## src/rtl/cp0_regs.sv

```systemverilog
// rtl/cp0_regs.sv - Coprocessor-0 register file, exception state and Count/Compare timer
//
// Purpose: holds BadVAddr, Count, Compare, Status, Cause and EPC. Applies the
// committed exception from the MEM stage, services ERET and MTC0, runs the
// half-rate Count timer and raises an interrupt request for the control unit.
//
// Ports:
//   clk, resetn          clock, asynchronous active-low reset
//   ex_int[5:0]          level-sensitive hardware interrupt lines
//   exc_valid/code/bd    committed exception, its ExcCode and delay-slot flag
//   exc_pc, exc_badvaddr faulting PC and faulting address
//   exc_bv_we            load BadVAddr with this exception
//   eret                 ERET committing this cycle
//   mtc0_we, cp0_addr,   MTC0 write strobe, register number, write data
//   cp0_wdata
//   cp0_rdata            MFC0 read data (combinational from registered state)
//   epc_out, status_exl  current EPC and Status.EXL
//   int_req              enabled interrupt pending

module cp0_regs (
  input  logic        clk,
  input  logic        resetn,
  input  logic [5:0]  ex_int,
  input  logic        exc_valid,
  input  logic [4:0]  exc_code,
  input  logic        exc_bd,
  input  logic [31:0] exc_pc,
  input  logic [31:0] exc_badvaddr,
  input  logic        exc_bv_we,
  input  logic        eret,
  input  logic        mtc0_we,
  input  logic [4:0]  cp0_addr,
  input  logic [31:0] cp0_wdata,
  output logic [31:0] cp0_rdata,
  output logic [31:0] epc_out,
  output logic        status_exl,
  output logic        int_req
);

  localparam logic [4:0] ADDR_BADVADDR = 5'd8;
  localparam logic [4:0] ADDR_COUNT    = 5'd9;
  localparam logic [4:0] ADDR_COMPARE  = 5'd11;
  localparam logic [4:0] ADDR_STATUS   = 5'd12;
  localparam logic [4:0] ADDR_CAUSE    = 5'd13;
  localparam logic [4:0] ADDR_EPC      = 5'd14;

  logic [31:0] badvaddr;
  logic [31:0] count;
  logic [31:0] compare;
  logic [31:0] epc;
  logic [7:0]  status_im;
  logic        exl;
  logic        status_ie;
  logic        cause_bd;
  logic        cause_ti;
  logic [5:0]  cause_ip_hw;   // IP[15:10], sampled from ex_int/TI each cycle
  logic [1:0]  cause_ip_sw;   // IP[9:8], software interrupts
  logic [4:0]  cause_exc;
  logic        tick;          // Count advances on every other cycle

  logic        mtc0_ok;
  logic        wr_count;
  logic        wr_compare;
  logic        wr_status;
  logic        wr_cause;
  logic        wr_epc;
  logic [7:0]  cause_ip;
  logic [31:0] status_word;
  logic [31:0] cause_word;

  // An exception or ERET in the same cycle suppresses the MTC0 completely.
  assign mtc0_ok    = mtc0_we & ~exc_valid & ~eret;
  assign wr_count   = mtc0_ok & (cp0_addr == ADDR_COUNT);
  assign wr_compare = mtc0_ok & (cp0_addr == ADDR_COMPARE);
  assign wr_status  = mtc0_ok & (cp0_addr == ADDR_STATUS);
  assign wr_cause   = mtc0_ok & (cp0_addr == ADDR_CAUSE);
  assign wr_epc     = mtc0_ok & (cp0_addr == ADDR_EPC);

  assign cause_ip    = {cause_ip_hw, cause_ip_sw};
  assign status_word = {9'b0, 1'b1, 6'b0, status_im, 6'b0, exl, status_ie};
  assign cause_word  = {cause_bd, cause_ti, 14'b0, cause_ip, 1'b0, cause_exc, 2'b0};

  always_ff @(posedge clk or negedge resetn) begin
    if (!resetn) begin
      badvaddr    <= 32'h0;
      count       <= 32'h0;
      compare     <= 32'h0;
      epc         <= 32'h0;
      status_im   <= 8'h0;
      exl         <= 1'b0;
      status_ie   <= 1'b0;
      cause_bd    <= 1'b0;
      cause_ti    <= 1'b0;
      cause_ip_hw <= 6'h0;
      cause_ip_sw <= 2'h0;
      cause_exc   <= 5'h0;
      tick        <= 1'b0;
    end else begin
      tick <= ~tick;

      // A Count write replaces the increment for that cycle.
      if (wr_count)
        count <= cp0_wdata;
      else if (tick)
        count <= count + 32'd1;

      if (wr_compare)
        compare <= cp0_wdata;

      // Writing Compare acknowledges the timer and beats a coincident match.
      if (wr_compare)
        cause_ti <= 1'b0;
      else if (count == compare)
        cause_ti <= 1'b1;

      // The timer shares IP7 with ex_int[5].
      cause_ip_hw <= {ex_int[5] | cause_ti, ex_int[4:0]};

      if (exc_valid) begin
        // Nested exceptions keep the original return point.
        if (!exl) begin
          epc      <= exc_bd ? (exc_pc - 32'd4) : exc_pc;
          cause_bd <= exc_bd;
        end
        exl       <= 1'b1;
        cause_exc <= exc_code;
        if (exc_bv_we)
          badvaddr <= exc_badvaddr;
      end else if (eret) begin
        exl <= 1'b0;
      end else begin
        if (wr_status) begin
          status_im <= cp0_wdata[15:8];
          exl       <= cp0_wdata[1];
          status_ie <= cp0_wdata[0];
        end
        if (wr_cause)
          cause_ip_sw <= cp0_wdata[9:8];
        if (wr_epc)
          epc <= cp0_wdata;
      end
    end
  end

  always_comb begin
    cp0_rdata = 32'h0;
    case (cp0_addr)
      ADDR_BADVADDR: cp0_rdata = badvaddr;
      ADDR_COUNT:    cp0_rdata = count;
      ADDR_COMPARE:  cp0_rdata = compare;
      ADDR_STATUS:   cp0_rdata = status_word;
      ADDR_CAUSE:    cp0_rdata = cause_word;
      ADDR_EPC:      cp0_rdata = epc;
      default:       cp0_rdata = 32'h0;
    endcase
  end

  assign epc_out    = epc;
  assign status_exl = exl;
  assign int_req    = status_ie & ~exl & (|(cause_ip & status_im));

endmodule
```

## config.mk

```make
export PLATFORM = sky130hd
export DESIGN_NAME = cp0_regs
export DESIGN_NICKNAME = d
export VERILOG_FILES = /design/src/rtl/cp0_regs.sv
export SDC_FILE = /design/constraint.sdc
export NUM_CORES = 1
export LEC_CHECK = 0
export ABC_AREA = 0
export BUFFER_PORTS_ARGS = -buffer_cell sky130_fd_sc_hd__buf_2
export CELL_PAD_IN_SITES_DETAIL_PLACEMENT = 1
export CELL_PAD_IN_SITES_GLOBAL_PLACEMENT = 1
export CORE_MARGIN = 2
export CORE_UTILIZATION = 38
export DETAILED_ROUTE_END_ITERATION = 12
export PLACE_DENSITY_LB_ADDON = 0.1
export SLEW_MARGIN = 5
export SYNTH_ARGS = -nofsm -noshare
export SYNTH_HDL_FRONTEND = slang
export SYNTH_SLANG_ARGS = --single-unit
export TNS_END_PERCENT = 50
```

## constraint.sdc

```tcl
create_clock -name clk -period 2.2 [get_ports clk]
set_input_delay 0.11 -clock clk [delete_from_list [all_inputs] [get_ports clk]]
set_output_delay 0.11 -clock clk [all_outputs]
set_load 0.03 [all_outputs]
```

==> results.toml, run 1 <==
[clock_network]
clock_sinks = 154
clockBufferDepth = 2
cts_tree = "built"
clock_latency_ns = 0.43
htreeDepth = 4
clk_pin_slew_ns = 0.07
cts_resized = 0
cts_buffers = 17
cts_root_buf = "clkbuf_16"

[timing]
slew_viol_final = 0
maxSlewHeadroom_pct = 55.4
tns_ns = 0
fin_crit_ns = 2.05
rsz0062_at_grt = "false"
fin_ws_ns = 0.151
max_freq_ghz = 0.488
whs_ns = 0.0154
tightest_slew_ns = 0.669
fin_crit_sh_pct = 93.1
hold_viol = 0
skew_ns = 0.00961
setup_viol = 0

[grt]
grt_pass1_vias = 7927
gr-usage-all-layers_pct = 26.1
grt_max_degree = 51
antenna_found_initial = 0
grt_pass1_wl_mm = 47.0
gr-total-overflow = 0

[routing]
via_per_inst = 5.47
vias = 7550
wl_per_cell_um = 21.7
drc = 0
first_pass_iters = 7
wl_mm = 30.0
drtIter0Drc = 411
final_antenna_net_count = 0

[finish]
layoutNonFillerInstCount = 1381
area_delta_synth_final_pct = 34.1
final_common_cell = "buf_2"
num-nets-final = 1208
drive_gt1_share_pct = 32.5
fillers = 2463
seq_area_um2 = 3850
multi_input_area_um2 = 4250
final_cell_mix = "buf_2 (183), dfrtp_1 (154), mux2_2 (81), dlygate4sd3_1 (78), nand2_1 (65)"

[critical_path]
cp-start-kind = "register"
slowest_delay_ns = 0.51
crit_path_end_kind = "register"
cp.arrival_ns = 2.34
crit_top_cell = "nand4_1"
crit_path_cell_trace = "nand4_1 -> nor3_1 -> buf_4 -> nand4_1 -> xnor2_1 -> a21oi_1"
rrSetupSlack_ns = 0.15
worstSetupPathType = "reg2reg"
timing.rr.start = "tick$_DFF_PN0_"
worstPathMaxFanout = 7
crit_start = "tick$_DFF_PN0_"
cp.required_ns = 2.49
slowest_stage = "dfrtp_1"

[hold_path]
min_path_type = "in2reg"
min_from = "exc_pc[22]"

[logic_synthesis]
synth_top_cell_by_area = "dfrtp_1"
synth_edf_count = 0
syn_avg_cell_area_um2 = 10.2
syn_area_um2 = 8310
synth.top_cell.area_share_pct = 46.4
synth_warnings = 0
ys_ff_latch = 154
ys_async_sr_fraction_pct = 100
synth_flop_cell = "dfrtp_1"
synthDistinctLibCells = 50
synthCells = 818
yosys-top-cells-area = "dfrtp_1 (46%), mux2_2 (11%), a22oi_1 (5.8%), xnor2_1 (5.7%), xor2_1 (3.5%)"
synthesis.nets = 939
yosysSeqAreaShare_pct = 46.4

[placement]
place_congestion = 0.832
io_buffers = 184
dp_cells = 1270
pre_cts_ws_ns = 0.0927
place_hpwl_mm = 21.4

[floorplan]
die_w_um = 152
design.core.area_um2 = 21600
die_height_um = 152
std_cell_rows = 54
pin_count = 185
initial_utilization_pct = 38.4
die-area_um2 = 23100

[power_and_ir_drop]
powerDensity_nw_per_um2 = 752
peakVddDrop_v = 0.000422
p_leak_nw = 4.96

[flow_run]
cap_violations = 0

[status]
status = "completed"
## layer usage
metal	track usage (%)	wire length, um
met5	0	0
met4	5.25	425
met1	35.5	13700
met3	5.08	1240
met2	43.7	14700
## logic make-up after synthesis
| group | count (synthesis) | share of synthesized area [%] |
|---|---|---|
| flip-flops | 154 | 46.4 |
| multiplexers | 90 | 12.1 |
| adder cells (fa/ha/maj) | 2 | 0.301 |
| buffers and inverters | 64 | 3.07 |
| AND/OR/NAND/NOR | 252 | 15.6 |
| AO/OA/AOI/OAI | 169 | 13.4 |
| XOR/XNOR | 87 | 9.17 |
## cell usage after synthesis (all sizes together), types with 7 or more instances
library cell and n:
or3 8, xnor2 54, nand3 20, nor4 14, nor3 15, inv 8, mux2i 9, nand2 66
a21oi 51, and3 7, nor2 62, xor2 33, o21ai 24, dfrtp 154, nand4 22, a222oi 10
nor3b 13, a22oi 64, buf 13, clkbuf 43, mux2 81
## worst paths after layout
kind	cells past startpoint	endpoint
min in group asynchronous	2	badvaddr[1]$_DFFE_PN0P_
max in group asynchronous	3	count[2]$_DFFE_PN0P_
min reg2reg	2	cause_bd$_DFFE_PN0P_
max	6	count[29]$_DFFE_PN0P_
min	3	epc_out[22]$_DFFE_PN0P_
max reg2reg	6	count[29]$_DFFE_PN0P_
## final cells by class
| type | count | share of cell area [%] |
|---|---|---|
| clock buffer | 17 | 3.82 |
| multi-input combinational | 600 | 38.1 |
| tap | 280 | 3.14 |
| clock inverter | 15 | 1.18 |
| timing repair buffer | 306 | 18.8 |
| sequential | 154 | 34.6 |
| inverter | 8 | 0.269 |
| antenna | 1 | 0.0225 |
## power breakdown
part	internal (mW)	switching (mW)	leakage, nW
registers	3.23	0.410	1.88
logic	0.858	1.08	2.81
clock network	1.48	1.32	0.268
## sequential cells by signal (all words and copies together), names as in the netlist
name / flops
cause_bd: 1
count: 32
cause_ip_sw: 2
cause_exc: 5
badvaddr: 32
compare: 32
cause_ip_hw: 6
status_ie: 1
status_exl: 1
epc_out: 32
status_im: 8
tick: 1
cause_ti: 1
## critical path: cells and delay by family, from the launching register on
kind / cells / cell delay, ns
flip-flops: 1 / 0.51
AND/OR/NAND/NOR: 3 / 0.89
AO/OA/AOI/OAI: 1 / 0.08
buffers and inverters: 1 / 0.24
XOR/XNOR: 1 / 0.19
## per-stage QoR
step	cell area, um2	power [mW]	util (%)
6_report	11100	8.39	51.6
5_1_grt	11100	8.80	51.5
4_1_cts	11100	8.45	51.5
3_5_place_dp	9810	5.52	45.4
3_3_place_gp	9810	5.48	45.4
2_1_floorplan	8310	4.68	-
## timing repair
| action | 4_1_cts | 5_1_grt |
|---|---|---|
| setup endpoints to repair | 0 | 0 |
| hold endpoints to repair | 141 | 1 |
| hold buffers | 77 | 1 |
| buffers inserted | 0 | 0 |
Power figures use the tool's default switching activity.
==> run 2: changes to the inputs <==
PLACE_DENSITY_LB_ADDON = 0.25   (was 0.1)
==> run 2 against run 1 <==
  * Sequential share of layout area is 0.36 points lower
  * First-iteration DRC count is 33% higher
  * Non-clock buffer count is 3 higher
  * Worst setup slack worse by 0.13 ns
  * Flip-flop and latch count stayed put
  * Clock skew is 0.0074 ns higher
  * Routed wire length is 3.0% higher
  * Die area stayed put
  * Total power is 2.1% higher
  * Critical endpoint is now epc_out[24]$_DFFE_PN0P_
==> results.toml, run 2 (synthesis results as in run 1) <==
[status]
status = "completed"

[floorplan]
design.core.area_um2 = 21600
initial_utilization_pct = 38.4
pin_count = 185
die_height_um = 152
die-area_um2 = 23100
die_w_um = 152
std_cell_rows = 54

[timing]
slew_viol_final = 0
fin_crit_ns = 2.18
fin_ws_ns = 0.0249
tightest_slew_ns = 0.604
setup_viol = 0
max_freq_ghz = 0.460
hold_viol = 0
skew_ns = 0.0170
tns_ns = 0
maxSlewHeadroom_pct = 59.7
fin_crit_sh_pct = 98.9
rsz0062_at_grt = "false"

[power_and_ir_drop]
power_mw = 8.56
p_leak_nw = 4.99
powerDensity_nw_per_um2 = 760
peakVddDrop_v = 0.000518

[flow_run]
cap_violations = 0

[grt]
grt_max_degree = 64
antenna_found_initial = 0
grt_pass1_vias = 8192
gr-total-overflow = 0
grt_pass1_wl_mm = 47.5
gr-usage-all-layers_pct = 26.6

[clock_network]
clk_pin_slew_ns = 0.07
cts_setup_buffers = 0
clock_sinks = 154
clock_latency_ns = 0.44
htreeDepth = 4
cts_tree = "built"
cts_buffers = 17
clockBufferDepth = 2
cts_root_buf = "clkbuf_16"

[routing]
final_antenna_net_count = 0
drtIter0Drc = 547
wl_per_cell_um = 22.4
drc = 0
vias = 7810
via_per_inst = 5.65
wl_mm = 30.9
first_pass_iters = 6

[critical_path]
r2r_cells = 6
crit_path_cell_trace = "dlygate4sd3_1 -> buf_2 -> or3_4 -> or4_4 -> or3_1 -> a311oi_2 -> a21o_1"
worstSetupPathType = "in2reg"
slowest_delay_ns = 0.63
r2r_end = "count[27]$_DFFE_PN0P_"
rrSetupSlack_ns = 0.29
worstPathMaxFanout = 9
cp.required_ns = 2.58
timing.rr.start = "count[12]$_DFFE_PN0P_"
cp-start-kind = "input port"
cp.arrival_ns = 2.55
slowest_stage = "or4_4"
crit_path_end_kind = "register"

[placement]
pre_cts_ws_ns = 0.0991
place_congestion = 0.864
io_buffers = 184
place_hpwl_mm = 21.4

[hold_path]
hold_path_depth = 2
min_from = "cp0_wdata[9]"
min_path_type = "in2reg"
min_to = "status_im[1]$_DFFE_PN0P_"

[finish]
post-route-util_pct = 52.1
final_common_cell = "buf_2"
drive_gt1_share_pct = 32.3
area_delta_synth_final_pct = 35.5
num-nets-final = 1211
final_cell_mix = "buf_2 (183), dfrtp_1 (154), dlygate4sd3_1 (83), mux2_2 (81), nand2_1 (65)"
antenna_cells = 0
==> run 2: cell types whose count changed in the layout (fill, tap and decap cells not counted) <==
| cell | before | now |
|---|---|---|
| a311oi_1 | 3 | 2 |
| a311oi_2 | 0 | 1 |
| buf_12 | 5 | 8 |
| buf_4 | 39 | 34 |
| bufinv_16 | 0 | 2 |
| clkinv_4 | 5 | 1 |
| clkinvlp_4 | 2 | 7 |
| diode_2 | 1 | 0 |
| dlygate4sd3_1 | 78 | 83 |
| inv_6 | 7 | 5 |
| inv_8 | 1 | 0 |
| nor4_2 | 6 | 5 |
| nor4_4 | 0 | 1 |
==> run 2: critical path: cells and delay by family <==
kind / cells / cell delay, ns
compound gates: 2 / 0.36
buf+inv: 2 / 0.67
simple gates: 3 / 1.41
==> run 2: metal layers <==
layer	vias up	part of all wire [%]	global-route usage, %
met5	-	0	0
met4	0	1.6	7.12
met3	31	5.4	5.42
met2	265	51	46.1
met1	3983	42	33.8
li1	3531	-	-
==> run 2: where the power goes <==
| part | switching [mW] | internal, mW |
|---|---|---|
| clock network | 1.30 | 1.69 |
| logic | 1.08 | 0.846 |
| registers | 0.425 | 3.23 |
==> run 2: what timing repair did <==
item	in CTS	in global routing
hold buffers	83	0
endpoints found under the setup margin	0	2
gates resized for setup	0	2
hold endpoints to repair	169	0
==> run 2: final cells by class <==
type	count	area, um2
Timing Repair Buffer	309	2170
Sequential cell	154	3850
Fill cell	2406	10400
Clock inverter	15	165
Inverter	8	30.0
Clock buffer	17	425
Multi-Input combinational cell	600	4270
Tap cell	280	350
==> run 2: stage by stage <==
| stage | area, um2 | instances | hold slack [ns] |
|---|---|---|---|
| 2_1_floorplan | 8310 | 818 | -0.186 |
| 3_3_place_gp | 9830 | 1268 | 0.132 |
| 3_5_place_dp | 9830 | 1268 | 0.131 |
| 4_1_cts | 11200 | 1383 | 0.00195 |
| 5_1_grt | 11300 | 1383 | 0.00205 |
| 6_report | 11300 | 1383 | 0.00354 |
==> run 2: worst max path at each step <==
stage,from,end,slack (ns)
5_1_grt,exc_pc[20],epc_out[24]$_DFFE_PN0P_,0.001
3_3_place_gp,exc_pc[6],epc_out[21]$_DFFE_PN0P_,0.15
3_5_place_dp,exc_pc[6],epc_out[19]$_DFFE_PN0P_,0.1
4_1_cts,exc_pc[20],epc_out[24]$_DFFE_PN0P_,0.04
2_1_floorplan,status_exl$_DFFE_PN0P_,epc_out[3]$_DFFE_PN0P_,0.07
6_report,exc_pc[20],epc_out[24]$_DFFE_PN0P_,0.02
==> run 3: changes to the inputs <==
ABC_AREA = 1   (was 0)
CORE_UTILIZATION = 37   (was 38)
SLEW_MARGIN = 20   (was 5)
==> run 3 against run 2 <==
  * Total power increased by 0.18%
  * Final cell count up 30%
  * Sequential share of layout area down 1.6 points
  * Die area up 15%
  * Routed wire length rose by 16%
  * Utilization down 4.8 points
  * Sequential power hardly changed
  * First-iteration DRC count increased by 22%
  * Critical path type unchanged
  * Area after synthesis rose by 13%
==> results.toml, run 3 <==
[timing]
tns_ns = 0
rsz0062_at_grt = "false"
skew_ns = 0.0114
hold_viol = 0
tightest_slew_ns = 0.741
fin_crit_ns = 1.96
maxSlewHeadroom_pct = 50.6
fin_crit_sh_pct = 89.1
slew_viol_final = 0
whs_ns = 0.0201
setup_viol = 0
max_freq_ghz = 0.510

[power_and_ir_drop]
peakVddDrop_v = 0.000558
p_leak_nw = 5.58
powerDensity_nw_per_um2 = 725

[hold_path]
min_from = "exc_pc[29]"
hold_path_depth = 5
min_path_type = "in2reg"
min_to = "epc_out[29]$_DFFE_PN0P_"

[routing]
drtIter0Drc = 665
wl_mm = 35.8
via_per_inst = 5.29
drc = 0
final_antenna_net_count = 0
wl_per_cell_um = 19.9
first_pass_iters = 5
vias = 9497

[floorplan]
die-area_um2 = 26600
design.core.area_um2 = 25000
die_height_um = 163
std_cell_rows = 58
pin_count = 185
initial_utilization_pct = 37.4
die_w_um = 163

[finish]
final_cell_mix = "nand2_1 (325), buf_2 (183), dfrtp_1 (154), inv_1 (135), nor2_1 (91)"
drive_gt1_share_pct = 21.6
final_common_cell = "nand2_1"
antenna_cells = 0
area_delta_synth_final_pct = 26.5
post-route-util_pct = 47.3
num-nets-final = 1574
fillers = 3142

[logic_synthesis]
synth_commonest_cells = "nand2_1 (325), dfrtp_1 (154), inv_1 (135)"
synth_top_cell_by_area = "dfrtp_1"
yosys-top-cells-area = "dfrtp_1 (41%), nand2_1 (13%), inv_1 (5.4%), mux2_2 (3.9%), nor2_1 (3.7%)"
ys_async_sr_fraction_pct = 100
synth.most_common_cell = "nand2_1"
synth_warnings = 0
yosysSeqAreaShare_pct = 41.2
synthDistinctLibCells = 48
ys_ff_latch = 154
synthCells = 1216
synth_edf_count = 0
synthesis.nets = 1337
syn_avg_cell_area_um2 = 7.69
syn_area_um2 = 9360
synth_flop_cell = "dfrtp_1"
synth.top_cell.area_share_pct = 41.2

[flow_run]
cap_violations = 0

[placement]
io_buffers = 184
place_congestion = 0.928
place_hpwl_mm = 26.8

[critical_path]
worstPathMaxFanout = 21
r2r_end = "epc_out[1]$_DFFE_PN0P_"
cp.required_ns = 2.58
slowest_stage = "dlygate4sd3_1"
cp-start-kind = "input port"
worstSetupPathType = "in2reg"
r2r_cells = 6
timing.rr.start = "status_exl$_DFFE_PN0P_"
cp.arrival_ns = 2.34
rrSetupSlack_ns = 0.35
slowest_delay_ns = 0.56
crit_path_cell_trace = "dlygate4sd3_1 -> buf_2 -> inv_1 -> nand3_1 -> inv_2 -> a21oi_4 -> inv_2 -> nor2_1 -> a31oi_1 -> dlygate4sd3_1"
crit_path_end_kind = "register"

[clock_network]
clk_pin_slew_ns = 0.07
cts_buffers = 17
clockBufferDepth = 2
htreeDepth = 4
clock_latency_ns = 0.44
cts_tree = "built"
cts_root_buf = "clkbuf_16"
clock_sinks = 154

[grt]
gr-total-overflow = 0
grt_pass1_vias = 9915
grt_pass1_wl_mm = 56.1
gr-usage-all-layers_pct = 27.6
antenna_found_initial = 0
grt_max_degree = 70

[status]
status = "completed"
run 3: final cells by class:
class	count	area, um2	area share [%]
clock buffers	20	447	3.78
inverters	152	573	4.84
clock inverters	11	123	1.04
repair buffers	261	1710	14.5
flip-flops and latches	154	3850	32.6
multi-input cells	867	4710	39.8
well taps	330	413	3.49
run 3: kinds of logic after synthesis:
kind of cell	after synthesis	share of synthesized area [%]
AO/OA/AOI/OAI	241	15.7
XOR/XNOR	54	5.05
flip-flops	154	41.2
buffers and inverters	195	8.45
adder cells (fa/ha/maj)	2	0.267
AND/OR/NAND/NOR	538	25.4
multiplexers	32	3.85
run 3: critical path: cells and delay by family:
family | cells | cell delay (ns)
buffers and inverters | 6 | 1.78
and+or+nand+nor | 2 | 0.24
AOI/OAI and AO/OA | 2 | 0.21
run 3: how the worst max path moves through the flow:
stage	startpoint	to	slack, ns	cells after the start
CTS	eret	epc_out[1]$_DFFE_PN0P_	0.27	10
floorplan	count[1]$_DFFE_PN0P_	count[22]$_DFFE_PN0P_	0.74	8
global route	eret	epc_out[1]$_DFFE_PN0P_	0.16	10
detailed placement	count[1]$_DFFE_PN0P_	count[20]$_DFFE_PN0P_	0.42	9
finish	eret	epc_out[1]$_DFFE_PN0P_	0.24	10
global placement	cp0_addr[2]	cp0_rdata[22]	0.42	8
run 3: per-stage QoR:
step	total power [mW]	worst slack [ns]	instances	cell area (um2)
global placement	5.51	0.416	1702	10600
detailed placement	5.58	0.425	1702	10600
floorplan	4.77	0.736	1216	9360
CTS	8.59	0.274	1795	11800
global route	8.98	0.156	1795	11800
finish	8.58	0.240	1795	11800
run 3: per-layer routing:
layer,routed length (um),global-route usage [%],up-vias
met5,0,0,-
met4,961,8.73,0
met3,1830,4.60,59
met2,16100,44.0,264
met1,16900,38.5,4689
li1,-,-,4485
run 3: repair_timing:
action                                  in CTS  in global routing
resized for setup                            0                  0
buffers inserted                             0                  0
endpoints found under the setup margin       0                  0
hold endpoints to repair                    99                  0
hold buffers                                62                  0
run 3: power breakdown:
group	switching, mW	internal (mW)
Combinational	1.25	0.744
Clock	1.23	1.69
Sequential	0.443	3.22
